$ cat config.mk
export PLATFORM = sky130hd
export DESIGN_NAME = sh4_fpwb_flat
export DESIGN_NICKNAME = d
export VERILOG_FILES = /design/src/rtl/sh4_fpwb_pkg.sv /design/src/rtl/sh4_fpwb_if.sv /design/src/rtl/sh4_fpwb_fifo.sv /design/src/rtl/sh4_fpwb.sv /design/src/flat_wrapper.sv
export SDC_FILE = /design/constraint.sdc
export NUM_CORES = 1
export LEC_CHECK = 0
export CORE_MARGIN = 5
export CORE_UTILIZATION = 46
export DETAILED_ROUTE_END_ITERATION = 10
export HOLD_SLACK_MARGIN = 0.02
export PLACE_DENSITY = 0.72
export RECOVER_POWER = 100
export SLEW_MARGIN = 20
export SYNTH_ARGS = -nofsm -noshare
export SYNTH_HDL_FRONTEND = slang
export SYNTH_HIERARCHICAL = 1
export SYNTH_SLANG_ARGS = --single-unit
$ cat constraint.sdc
create_clock -name i_clk -period 4.8 [get_ports i_clk]
set_input_delay 0.96 -clock i_clk [delete_from_list [all_inputs] [get_ports i_clk]]
set_output_delay 0.96 -clock i_clk [all_outputs]
set_load 0.05 [all_outputs]
$ cat src/rtl/sh4_fpwb_pkg.sv
// Shared types and constants for the SH4 FP register-file writeback collector.
// Entry layout keeps {dbl,bank,dst} in the top bits so the FIFO can expose a
// narrow tag view of every slot for the busy map.
package sh4_fpwb_pkg;

  localparam int FPWB_DEPTH = 2;

  typedef struct packed {
    logic        dbl;
    logic        bank;
    logic [3:0]  dst;
    logic [63:0] data;
  } wb_ent_t;

  localparam int ENT_W = $bits(wb_ent_t);
  // {dbl, bank, dst} at the MSB end of an entry
  localparam int TAG_W = 6;

  // Arbiter preference: which producer wins the next conflicting cycle
  typedef enum logic {
    RR_FPU = 1'b0,
    RR_LSU = 1'b1
  } rr_e;

  // One-hot (single) or two-hot (double pair) register mask, bit = bank*16+reg
  function automatic logic [31:0] busy_mask(input logic dbl, input logic bank,
                                            input logic [3:0] dst);
    logic [31:0] m;
    m = '0;
    if (dbl) begin
      m[{bank, dst[3:1], 1'b0}] = 1'b1;
      m[{bank, dst[3:1], 1'b1}] = 1'b1;
    end else begin
      m[{bank, dst}] = 1'b1;
    end
    return m;
  endfunction

endpackage

$ cat src/rtl/sh4_fpwb_if.sv
// Bus bundle for the writeback collector: two producer valid/ready channels
// (FPU, LSU), the two FPRF write ports, and the pending-write status.
// master = producers + FPRF/decode side, slave = the collector.
interface sh4_fpwb_if;

  logic        fpu_wb_valid;
  logic        fpu_wb_ready;
  logic [3:0]  fpu_wb_dst;
  logic        fpu_wb_bank;
  logic        fpu_wb_dbl;
  logic [63:0] fpu_wb_data;

  logic        lsu_wb_valid;
  logic        lsu_wb_ready;
  logic [3:0]  lsu_wb_dst;
  logic        lsu_wb_bank;
  logic        lsu_wb_dbl;
  logic [63:0] lsu_wb_data;

  logic        rf_wen0;
  logic [3:0]  rf_wdst0;
  logic        rf_wbank0;
  logic [31:0] rf_wdata0;
  logic        rf_wen1;
  logic [3:0]  rf_wdst1;
  logic        rf_wbank1;
  logic [31:0] rf_wdata1;

  logic [31:0] wb_busy;
  logic        wb_idle;

  modport master (
    output fpu_wb_valid, fpu_wb_dst, fpu_wb_bank, fpu_wb_dbl, fpu_wb_data,
    input  fpu_wb_ready,
    output lsu_wb_valid, lsu_wb_dst, lsu_wb_bank, lsu_wb_dbl, lsu_wb_data,
    input  lsu_wb_ready,
    input  rf_wen0, rf_wdst0, rf_wbank0, rf_wdata0,
    input  rf_wen1, rf_wdst1, rf_wbank1, rf_wdata1,
    input  wb_busy, wb_idle
  );

  modport slave (
    input  fpu_wb_valid, fpu_wb_dst, fpu_wb_bank, fpu_wb_dbl, fpu_wb_data,
    output fpu_wb_ready,
    input  lsu_wb_valid, lsu_wb_dst, lsu_wb_bank, lsu_wb_dbl, lsu_wb_data,
    output lsu_wb_ready,
    output rf_wen0, rf_wdst0, rf_wbank0, rf_wdata0,
    output rf_wen1, rf_wdst1, rf_wbank1, rf_wdata1,
    output wb_busy, wb_idle
  );

endinterface

$ cat src/rtl/sh4_fpwb_fifo.sv
// Purpose: synchronous FIFO with async active-high reset and a per-slot view.
// Latency: a push is visible at o_head_dat the cycle after the push edge.
// Backpressure: o_full blocks pushes; push and pop may share an edge when not full.
// Ports: i_clk/i_rst; i_push/i_push_dat; i_pop; o_head_dat, o_empty, o_full;
//        o_ent_vld/o_ent_tag give every slot's occupancy and its top TAG_W bits.
module sh4_fpwb_fifo #(
  parameter int DEPTH = 2,
  parameter int WIDTH = 70,
  parameter int TAG_W = 6
) (
  input  logic                        i_clk,
  input  logic                        i_rst,
  input  logic                        i_push,
  input  logic [WIDTH-1:0]            i_push_dat,
  input  logic                        i_pop,
  output logic [WIDTH-1:0]            o_head_dat,
  output logic                        o_empty,
  output logic                        o_full,
  output logic [DEPTH-1:0]            o_ent_vld,
  output logic [DEPTH-1:0][TAG_W-1:0] o_ent_tag
);

  localparam int AW = $clog2(DEPTH);

  // Pointers carry one wrap bit above the index
  logic [AW:0]                   r_wr_ptr;
  logic [AW:0]                   r_rd_ptr;
  logic [DEPTH-1:0][WIDTH-1:0]   r_mem;
  logic [AW:0]                   w_count;
  logic                          w_push;
  logic                          w_pop;

  assign w_count = r_wr_ptr - r_rd_ptr;
  assign o_empty = (r_wr_ptr == r_rd_ptr);
  assign o_full  = (r_wr_ptr[AW] != r_rd_ptr[AW]) &&
                   (r_wr_ptr[AW-1:0] == r_rd_ptr[AW-1:0]);
  assign w_push  = i_push && !o_full;
  assign w_pop   = i_pop && !o_empty;

  assign o_head_dat = r_mem[r_rd_ptr[AW-1:0]];

  always_ff @(posedge i_clk or posedge i_rst) begin
    if (i_rst) begin
      r_wr_ptr <= '0;
      r_rd_ptr <= '0;
      r_mem    <= '0;
    end else begin
      if (w_push) begin
        r_mem[r_wr_ptr[AW-1:0]] <= i_push_dat;
        r_wr_ptr                <= r_wr_ptr + 1'b1;
      end
      if (w_pop) begin
        r_rd_ptr <= r_rd_ptr + 1'b1;
      end
    end
  end

  // Slot i is live when its distance from the read index is below the count
  always_comb begin
    o_ent_vld = '0;
    o_ent_tag = '0;
    for (int i = 0; i < DEPTH; i++) begin
      o_ent_vld[i] = ({1'b0, AW'(i) - r_rd_ptr[AW-1:0]} < w_count);
      o_ent_tag[i] = r_mem[i][WIDTH-1 -: TAG_W];
    end
  end

endmodule

$ cat src/rtl/sh4_fpwb.sv
// Purpose: FPRF writeback collector; queues FPU and LSU results, drives both write ports.
// Latency: entry accepted at edge N drives rf_* in the following cycle, pops with the write.
// Backpressure: *_wb_ready = queue not full; conflicting heads alternate round-robin.
// Ports: i_clk, i_rst (async, active-high); io_wb carries both producer channels,
//        FPRF write ports 0/1, wb_busy pending-write map and wb_idle.
module sh4_fpwb
  import sh4_fpwb_pkg::*;
#(
  parameter int DEPTH = FPWB_DEPTH
) (
  input  logic       i_clk,
  input  logic       i_rst,
  sh4_fpwb_if.slave  io_wb
);

  wb_ent_t                     w_f_push_ent;
  wb_ent_t                     w_l_push_ent;
  wb_ent_t                     w_f_head;
  wb_ent_t                     w_l_head;
  wb_ent_t                     w_sel;
  logic                        w_f_empty, w_f_full, w_f_pop, w_f_vld;
  logic                        w_l_empty, w_l_full, w_l_pop, w_l_vld;
  logic [DEPTH-1:0]            w_f_ent_vld, w_l_ent_vld;
  logic [DEPTH-1:0][TAG_W-1:0] w_f_ent_tag, w_l_ent_tag;
  logic                        w_conflict;
  rr_e                         r_rr_ptr;
  rr_e                         w_rr_next;

  logic                        w_wen0, w_wen1, w_wbank0, w_wbank1;
  logic [3:0]                  w_wdst0, w_wdst1;
  logic [31:0]                 w_wdata0, w_wdata1;
  logic [31:0]                 w_busy;

  assign w_f_push_ent = '{dbl:  io_wb.fpu_wb_dbl,  bank: io_wb.fpu_wb_bank,
                          dst:  io_wb.fpu_wb_dst,  data: io_wb.fpu_wb_data};
  assign w_l_push_ent = '{dbl:  io_wb.lsu_wb_dbl,  bank: io_wb.lsu_wb_bank,
                          dst:  io_wb.lsu_wb_dst,  data: io_wb.lsu_wb_data};

  sh4_fpwb_fifo #(.DEPTH(DEPTH), .WIDTH(ENT_W), .TAG_W(TAG_W)) u_fpu_q (
    .i_clk      (i_clk),
    .i_rst      (i_rst),
    .i_push     (io_wb.fpu_wb_valid),
    .i_push_dat (w_f_push_ent),
    .i_pop      (w_f_pop),
    .o_head_dat (w_f_head),
    .o_empty    (w_f_empty),
    .o_full     (w_f_full),
    .o_ent_vld  (w_f_ent_vld),
    .o_ent_tag  (w_f_ent_tag)
  );

  sh4_fpwb_fifo #(.DEPTH(DEPTH), .WIDTH(ENT_W), .TAG_W(TAG_W)) u_lsu_q (
    .i_clk      (i_clk),
    .i_rst      (i_rst),
    .i_push     (io_wb.lsu_wb_valid),
    .i_push_dat (w_l_push_ent),
    .i_pop      (w_l_pop),
    .o_head_dat (w_l_head),
    .o_empty    (w_l_empty),
    .o_full     (w_l_full),
    .o_ent_vld  (w_l_ent_vld),
    .o_ent_tag  (w_l_ent_tag)
  );

  assign w_f_vld = !w_f_empty;
  assign w_l_vld = !w_l_empty;

  // Two heads can share the cycle only as two singles to different registers
  assign w_conflict = w_f_head.dbl || w_l_head.dbl ||
                      ({w_f_head.bank, w_f_head.dst} == {w_l_head.bank, w_l_head.dst});

  always_ff @(posedge i_clk or posedge i_rst) begin
    if (i_rst) r_rr_ptr <= RR_FPU;
    else       r_rr_ptr <= w_rr_next;
  end

  // Retire decision; the pointer only moves when a conflict was resolved
  always_comb begin
    w_f_pop   = 1'b0;
    w_l_pop   = 1'b0;
    w_rr_next = r_rr_ptr;
    if (w_f_vld && w_l_vld) begin
      if (!w_conflict) begin
        w_f_pop = 1'b1;
        w_l_pop = 1'b1;
      end else if (r_rr_ptr == RR_FPU) begin
        w_f_pop   = 1'b1;
        w_rr_next = RR_LSU;
      end else begin
        w_l_pop   = 1'b1;
        w_rr_next = RR_FPU;
      end
    end else begin
      w_f_pop = w_f_vld;
      w_l_pop = w_l_vld;
    end
  end

  // Port steering; idle ports are fully zeroed
  always_comb begin
    w_wen0   = 1'b0;
    w_wdst0  = '0;
    w_wbank0 = 1'b0;
    w_wdata0 = '0;
    w_wen1   = 1'b0;
    w_wdst1  = '0;
    w_wbank1 = 1'b0;
    w_wdata1 = '0;
    w_sel    = w_f_pop ? w_f_head : w_l_head;
    if (w_f_pop && w_l_pop) begin
      w_wen0   = 1'b1;
      w_wdst0  = w_f_head.dst;
      w_wbank0 = w_f_head.bank;
      w_wdata0 = w_f_head.data[31:0];
      w_wen1   = 1'b1;
      w_wdst1  = w_l_head.dst;
      w_wbank1 = w_l_head.bank;
      w_wdata1 = w_l_head.data[31:0];
    end else if (w_f_pop || w_l_pop) begin
      w_wen0   = 1'b1;
      w_wbank0 = w_sel.bank;
      if (w_sel.dbl) begin
        // Even register takes the high word, odd register the low word
        w_wdst0  = {w_sel.dst[3:1], 1'b0};
        w_wdata0 = w_sel.data[63:32];
        w_wen1   = 1'b1;
        w_wdst1  = {w_sel.dst[3:1], 1'b1};
        w_wbank1 = w_sel.bank;
        w_wdata1 = w_sel.data[31:0];
      end else begin
        w_wdst0  = w_sel.dst;
        w_wdata0 = w_sel.data[31:0];
      end
    end
  end

  always_comb begin
    w_busy = '0;
    for (int i = 0; i < DEPTH; i++) begin
      if (w_f_ent_vld[i])
        w_busy = w_busy | busy_mask(w_f_ent_tag[i][5], w_f_ent_tag[i][4], w_f_ent_tag[i][3:0]);
      if (w_l_ent_vld[i])
        w_busy = w_busy | busy_mask(w_l_ent_tag[i][5], w_l_ent_tag[i][4], w_l_ent_tag[i][3:0]);
    end
  end

  assign io_wb.fpu_wb_ready = !w_f_full;
  assign io_wb.lsu_wb_ready = !w_l_full;
  assign io_wb.rf_wen0      = w_wen0;
  assign io_wb.rf_wdst0     = w_wdst0;
  assign io_wb.rf_wbank0    = w_wbank0;
  assign io_wb.rf_wdata0    = w_wdata0;
  assign io_wb.rf_wen1      = w_wen1;
  assign io_wb.rf_wdst1     = w_wdst1;
  assign io_wb.rf_wbank1    = w_wbank1;
  assign io_wb.rf_wdata1    = w_wdata1;
  assign io_wb.wb_busy      = w_busy;
  assign io_wb.wb_idle      = w_f_empty && w_l_empty;

endmodule

$ cat src/flat_wrapper.sv
// flat-port wrapper written by rule: the top's interface ports become plain ports
module sh4_fpwb_flat import sh4_fpwb_pkg::*;
#(
  parameter int DEPTH = FPWB_DEPTH
)
  (i_clk, i_rst, io_wb_fpu_wb_valid, io_wb_fpu_wb_dst, io_wb_fpu_wb_bank, io_wb_fpu_wb_dbl, io_wb_fpu_wb_data, io_wb_fpu_wb_ready, io_wb_lsu_wb_valid, io_wb_lsu_wb_dst, io_wb_lsu_wb_bank, io_wb_lsu_wb_dbl, io_wb_lsu_wb_data, io_wb_lsu_wb_ready, io_wb_rf_wen0, io_wb_rf_wdst0, io_wb_rf_wbank0, io_wb_rf_wdata0, io_wb_rf_wen1, io_wb_rf_wdst1, io_wb_rf_wbank1, io_wb_rf_wdata1, io_wb_wb_busy, io_wb_wb_idle);
  sh4_fpwb_if io_wb_i ();
  input  logic i_clk;
  input  logic i_rst;
  input wire logic [$bits(io_wb_i.fpu_wb_valid)-1:0] io_wb_fpu_wb_valid;
  input wire logic [$bits(io_wb_i.fpu_wb_dst)-1:0] io_wb_fpu_wb_dst;
  input wire logic [$bits(io_wb_i.fpu_wb_bank)-1:0] io_wb_fpu_wb_bank;
  input wire logic [$bits(io_wb_i.fpu_wb_dbl)-1:0] io_wb_fpu_wb_dbl;
  input wire logic [$bits(io_wb_i.fpu_wb_data)-1:0] io_wb_fpu_wb_data;
  output wire logic [$bits(io_wb_i.fpu_wb_ready)-1:0] io_wb_fpu_wb_ready;
  input wire logic [$bits(io_wb_i.lsu_wb_valid)-1:0] io_wb_lsu_wb_valid;
  input wire logic [$bits(io_wb_i.lsu_wb_dst)-1:0] io_wb_lsu_wb_dst;
  input wire logic [$bits(io_wb_i.lsu_wb_bank)-1:0] io_wb_lsu_wb_bank;
  input wire logic [$bits(io_wb_i.lsu_wb_dbl)-1:0] io_wb_lsu_wb_dbl;
  input wire logic [$bits(io_wb_i.lsu_wb_data)-1:0] io_wb_lsu_wb_data;
  output wire logic [$bits(io_wb_i.lsu_wb_ready)-1:0] io_wb_lsu_wb_ready;
  output wire logic [$bits(io_wb_i.rf_wen0)-1:0] io_wb_rf_wen0;
  output wire logic [$bits(io_wb_i.rf_wdst0)-1:0] io_wb_rf_wdst0;
  output wire logic [$bits(io_wb_i.rf_wbank0)-1:0] io_wb_rf_wbank0;
  output wire logic [$bits(io_wb_i.rf_wdata0)-1:0] io_wb_rf_wdata0;
  output wire logic [$bits(io_wb_i.rf_wen1)-1:0] io_wb_rf_wen1;
  output wire logic [$bits(io_wb_i.rf_wdst1)-1:0] io_wb_rf_wdst1;
  output wire logic [$bits(io_wb_i.rf_wbank1)-1:0] io_wb_rf_wbank1;
  output wire logic [$bits(io_wb_i.rf_wdata1)-1:0] io_wb_rf_wdata1;
  output wire logic [$bits(io_wb_i.wb_busy)-1:0] io_wb_wb_busy;
  output wire logic [$bits(io_wb_i.wb_idle)-1:0] io_wb_wb_idle;
  assign io_wb_i.fpu_wb_valid = io_wb_fpu_wb_valid;
  assign io_wb_i.fpu_wb_dst = io_wb_fpu_wb_dst;
  assign io_wb_i.fpu_wb_bank = io_wb_fpu_wb_bank;
  assign io_wb_i.fpu_wb_dbl = io_wb_fpu_wb_dbl;
  assign io_wb_i.fpu_wb_data = io_wb_fpu_wb_data;
  assign io_wb_fpu_wb_ready = io_wb_i.fpu_wb_ready;
  assign io_wb_i.lsu_wb_valid = io_wb_lsu_wb_valid;
  assign io_wb_i.lsu_wb_dst = io_wb_lsu_wb_dst;
  assign io_wb_i.lsu_wb_bank = io_wb_lsu_wb_bank;
  assign io_wb_i.lsu_wb_dbl = io_wb_lsu_wb_dbl;
  assign io_wb_i.lsu_wb_data = io_wb_lsu_wb_data;
  assign io_wb_lsu_wb_ready = io_wb_i.lsu_wb_ready;
  assign io_wb_rf_wen0 = io_wb_i.rf_wen0;
  assign io_wb_rf_wdst0 = io_wb_i.rf_wdst0;
  assign io_wb_rf_wbank0 = io_wb_i.rf_wbank0;
  assign io_wb_rf_wdata0 = io_wb_i.rf_wdata0;
  assign io_wb_rf_wen1 = io_wb_i.rf_wen1;
  assign io_wb_rf_wdst1 = io_wb_i.rf_wdst1;
  assign io_wb_rf_wbank1 = io_wb_i.rf_wbank1;
  assign io_wb_rf_wdata1 = io_wb_i.rf_wdata1;
  assign io_wb_wb_busy = io_wb_i.wb_busy;
  assign io_wb_wb_idle = io_wb_i.wb_idle;
  sh4_fpwb #(.DEPTH(DEPTH)) u_core (.i_clk(i_clk), .i_rst(i_rst), .io_wb(io_wb_i));
endmodule
==> results.md <==
- Status: finished, violations left
- Violated checks: capacitance limit, slew limit
- Dominant synthesized flop cell: dfrtp_1
- Mapped cell area: around 17000 um2
- FF-to-FF setup slack: 790 ps
- CTS H-Tree Depth: 1
- Hold EP: u_core/u_fpu_q/r_mem[27]$_DFFE_PP0P_
- Via count: 11351
- Syn Inst Count: 1269
- Detailed Route WL: between 50000 and 60000 um
- Seq cells post-synth: 289
- # DRC: 0
- Normalized max-slew margin: -85.14%
- Type of the worst setup path: flop to primary output
- WP data required: between 3000 and 4000 ps
- Worst hold path type: flop to flop
- Num CTS Buffers: 30
- Crit. End Element: primary output
- Iteration count of the initial detailed-routing pass: 5
- Max cap viols: 6
- Hold Crit Start: u_core/u_fpu_q/r_mem[27]$_DFFE_PP0P_
- Dominant cells by area after synthesis: dfrtp_1 (43%), mux2_2 (19%), mux2_4 (13%)
- Cell taking the most area after synthesis: dfrtp_1
- GR Overflow Total: 0
- WL met3: 3800 um
- Peak Freq: 214.9 MHz
- Pre-CTS WS: around 450 ps
- Total GRT Usage: 24.94%
- Post-Syn Area per Cell: 13.20 um2
- Reg2reg end: u_core/u_lsu_q/r_mem[11]$_DFFE_PP0P_
- Worst skew pair latency: 560 ps
- Reg clk slew, reported paths: 60 ps
- Initial DRC Count: roughly 730
- CTS Root Buffer Type: clkbuf_16
- Final Net Count: 1624
- Setup_tns: 0 ps
- Placeable Area: 35740 um2
- Synth warn: 6
- Global placement routability congestion: 0.9469
- Placed insts: 1903
- Finished Layout Cells: roughly 2000
- Final-report setup violation count: 0
- Post-DP HPWL: 39170 um
- Startpoint types: flop
- Final worst setup slack: 145.8 ps
- Asr flop ratio synth: 100.0%
- Placed Instance Area: 20090 um2
- Number of port buffers: 254
- Hold path cells: 1
- Post-synth top area share: 43.18%
- Syn_nets: 1419
- Most common cell in the synthesized netlist: dfrtp_1
- RSZ-0062 raised after global routing: false
- CP Max Fanout: 7
- Io pins: 255
- Rows: 69
- Post-synth EDFFs: 0
- Die H: 200.8 um
- Max Used Layer: met5
- Met1 WL: 20060 um
- Share of cells above drive strength 1: 35.03%
- Worst Skew: around 20 ps
- Post-CTS Hold Fix Bufs: 0
- Vias in the first global route: between 10000 and 15000
- Synth top cells by count: dfrtp_1 (289), mux2_2 (278), mux2_4 (140)
- First-pass GRT wire length: between 70000 and 80000 um
- Die W: 200.8 um
- TritonCTS clock tree: built
- Die area: 40330 um2
- Initial antenna violation count: 4
- Post-CTS setup buffers: 0
- Final period util: between 90% and 100%
- Met2 Routed Length: 26370 um
- Origin of the critical flop-to-flop path: u_core/u_lsu_q/r_wr_ptr[0]$_DFFE_PP0P_
- Final hold viol count: 0
- Post-synthesis sequential area ratio: 43.18%
- Reg2Reg Depth: 5
- Initial core utilization: between 40% and 50%
- Final min period: 4654 ps
- TritonCTS Sinks: 289
- # fillers: between 3000 and 4000
- Routed len/inst: 26.52 um
- Vias per cell: 5.800
- Worst-case clock buffer depth: 3
- Number of diodes: 0
- Yosys cell types: 58
- Critical path arrival: about 3700 ps
- Worst Max-Slew Pin Slew: 2777 ps
- Design area: 19730 um2
- Syn-to-layout area delta: 17.79%
- Antenna Nets Post-Route: 0
- Pins Over Slew Limit: 370
- Largest net degree at the start of global routing: 93
## worst max-delay path, cell delays in order, from the launching register on
cell           delay (ps)
dfrtp_1               420
xor2_1                320
inv_1                 120
ha_1                  280
or2_2                 120
nor2b_1               480
nand2_1               250
o221ai_1              240
dlygate4sd3_1         910
## through the flow
step | util (%) | hold slack [ps]
after floorplan | - | 452.2
after global placement | 56.22 | 464.9
after detailed placement | 56.22 | 478.7
after CTS | 58.98 | 493.1
after global routing | 55.20 | 497.9
final | 55.20 | 480.6
## flip-flops by register name, summed over array words and instances, names as in the netlist
| name | cells |
|---|---|
| u_core/u_fpu_q/r_wr_ptr | 2 |
| u_core/r_rr_ptr | 1 |
| u_core/u_lsu_q/r_rd_ptr | 2 |
| u_core/u_fpu_q/o_ent_tag | 12 |
| u_core/u_fpu_q/r_rd_ptr | 2 |
| u_core/u_lsu_q/o_ent_tag | 12 |
| u_core/u_lsu_q/r_wr_ptr | 2 |
| u_core/u_fpu_q/r_mem | 128 |
| u_core/u_lsu_q/r_mem | 128 |
## cell type report
class	count	area (um2)	area share (%)
Clock inverter	12	111.4	0.5645
Sequential cell	289	7234	36.67
Multi-Input combinational cell	842	8063	40.87
Tap cell	461	576.8	2.924
Clock buffer	42	877.1	4.446
Timing Repair Buffer	283	2758	13.98
Inverter	28	107.6	0.5454
## cell families (layout without fill, tap and decap cells)
logic type | after synthesis | in the layout | share of synthesized area, %
adders and majority gates | 6 | 6 | 0.4482
AOI/OAI and AO/OA | 199 | 199 | 11.05
muxes | 454 | 454 | 33.41
buffers and inverters | 138 | 365 | 5.655
xor gates and xnor gates | 12 | 12 | 0.7171
DFF | 289 | 289 | 43.18
and+or+nand+nor | 171 | 171 | 5.543
## cells in the final DEF (no fill, tap or decap), types with 31 or more instances in the layout
cell and count:
dfrtp_1 287, mux2_2 286, clkdlybuf4s50_1 143, mux2_1 116, a211oi_2 55, a22o_1 36, mux2i_1 34, and3_1 34
nand2_1 32, clkbuf_16 31
## timing repair
action,CTS,global route
pin swaps,0,0
gates resized for setup,5,11
setup endpoints to repair,10,13
## how the worst max path moves through the flow
stage	startpoint	endpoint	slack [ps]	depth (start not counted)
5_1_grt	u_core/u_fpu_q/r_rd_ptr[0]$_DFFE_PP0P_	io_wb_rf_wdata0[14]	2	7
3_5_place_dp	u_core/u_lsu_q/r_wr_ptr[1]$_DFFE_PP0P_	io_wb_wb_busy[13]	450	9
3_3_place_gp	u_core/u_lsu_q/r_wr_ptr[1]$_DFFE_PP0P_	io_wb_wb_busy[13]	510	9
2_1_floorplan	u_core/u_lsu_q/r_rd_ptr[0]$_DFFE_PP0P_	io_wb_rf_wdata0[17]	610	9
4_1_cts	u_core/u_lsu_q/r_wr_ptr[1]$_DFFE_PP0P_	io_wb_wb_busy[21]	30	9
6_report	u_core/u_lsu_q/r_wr_ptr[1]$_DFFE_PP0P_	io_wb_wb_busy[8]	150	8
## layer usage
metal / track usage (%) / vias up
met5: 0 / -
met4: 7.670 / 6
met3: 7.625 / 89
met2: 43.79 / 337
met1: 29.46 / 5844
li1: - / 5075
Power is left out: the tool's default activity adds up to more than one toggle a clock period on the data nets, which glitch-free logic cannot reach.
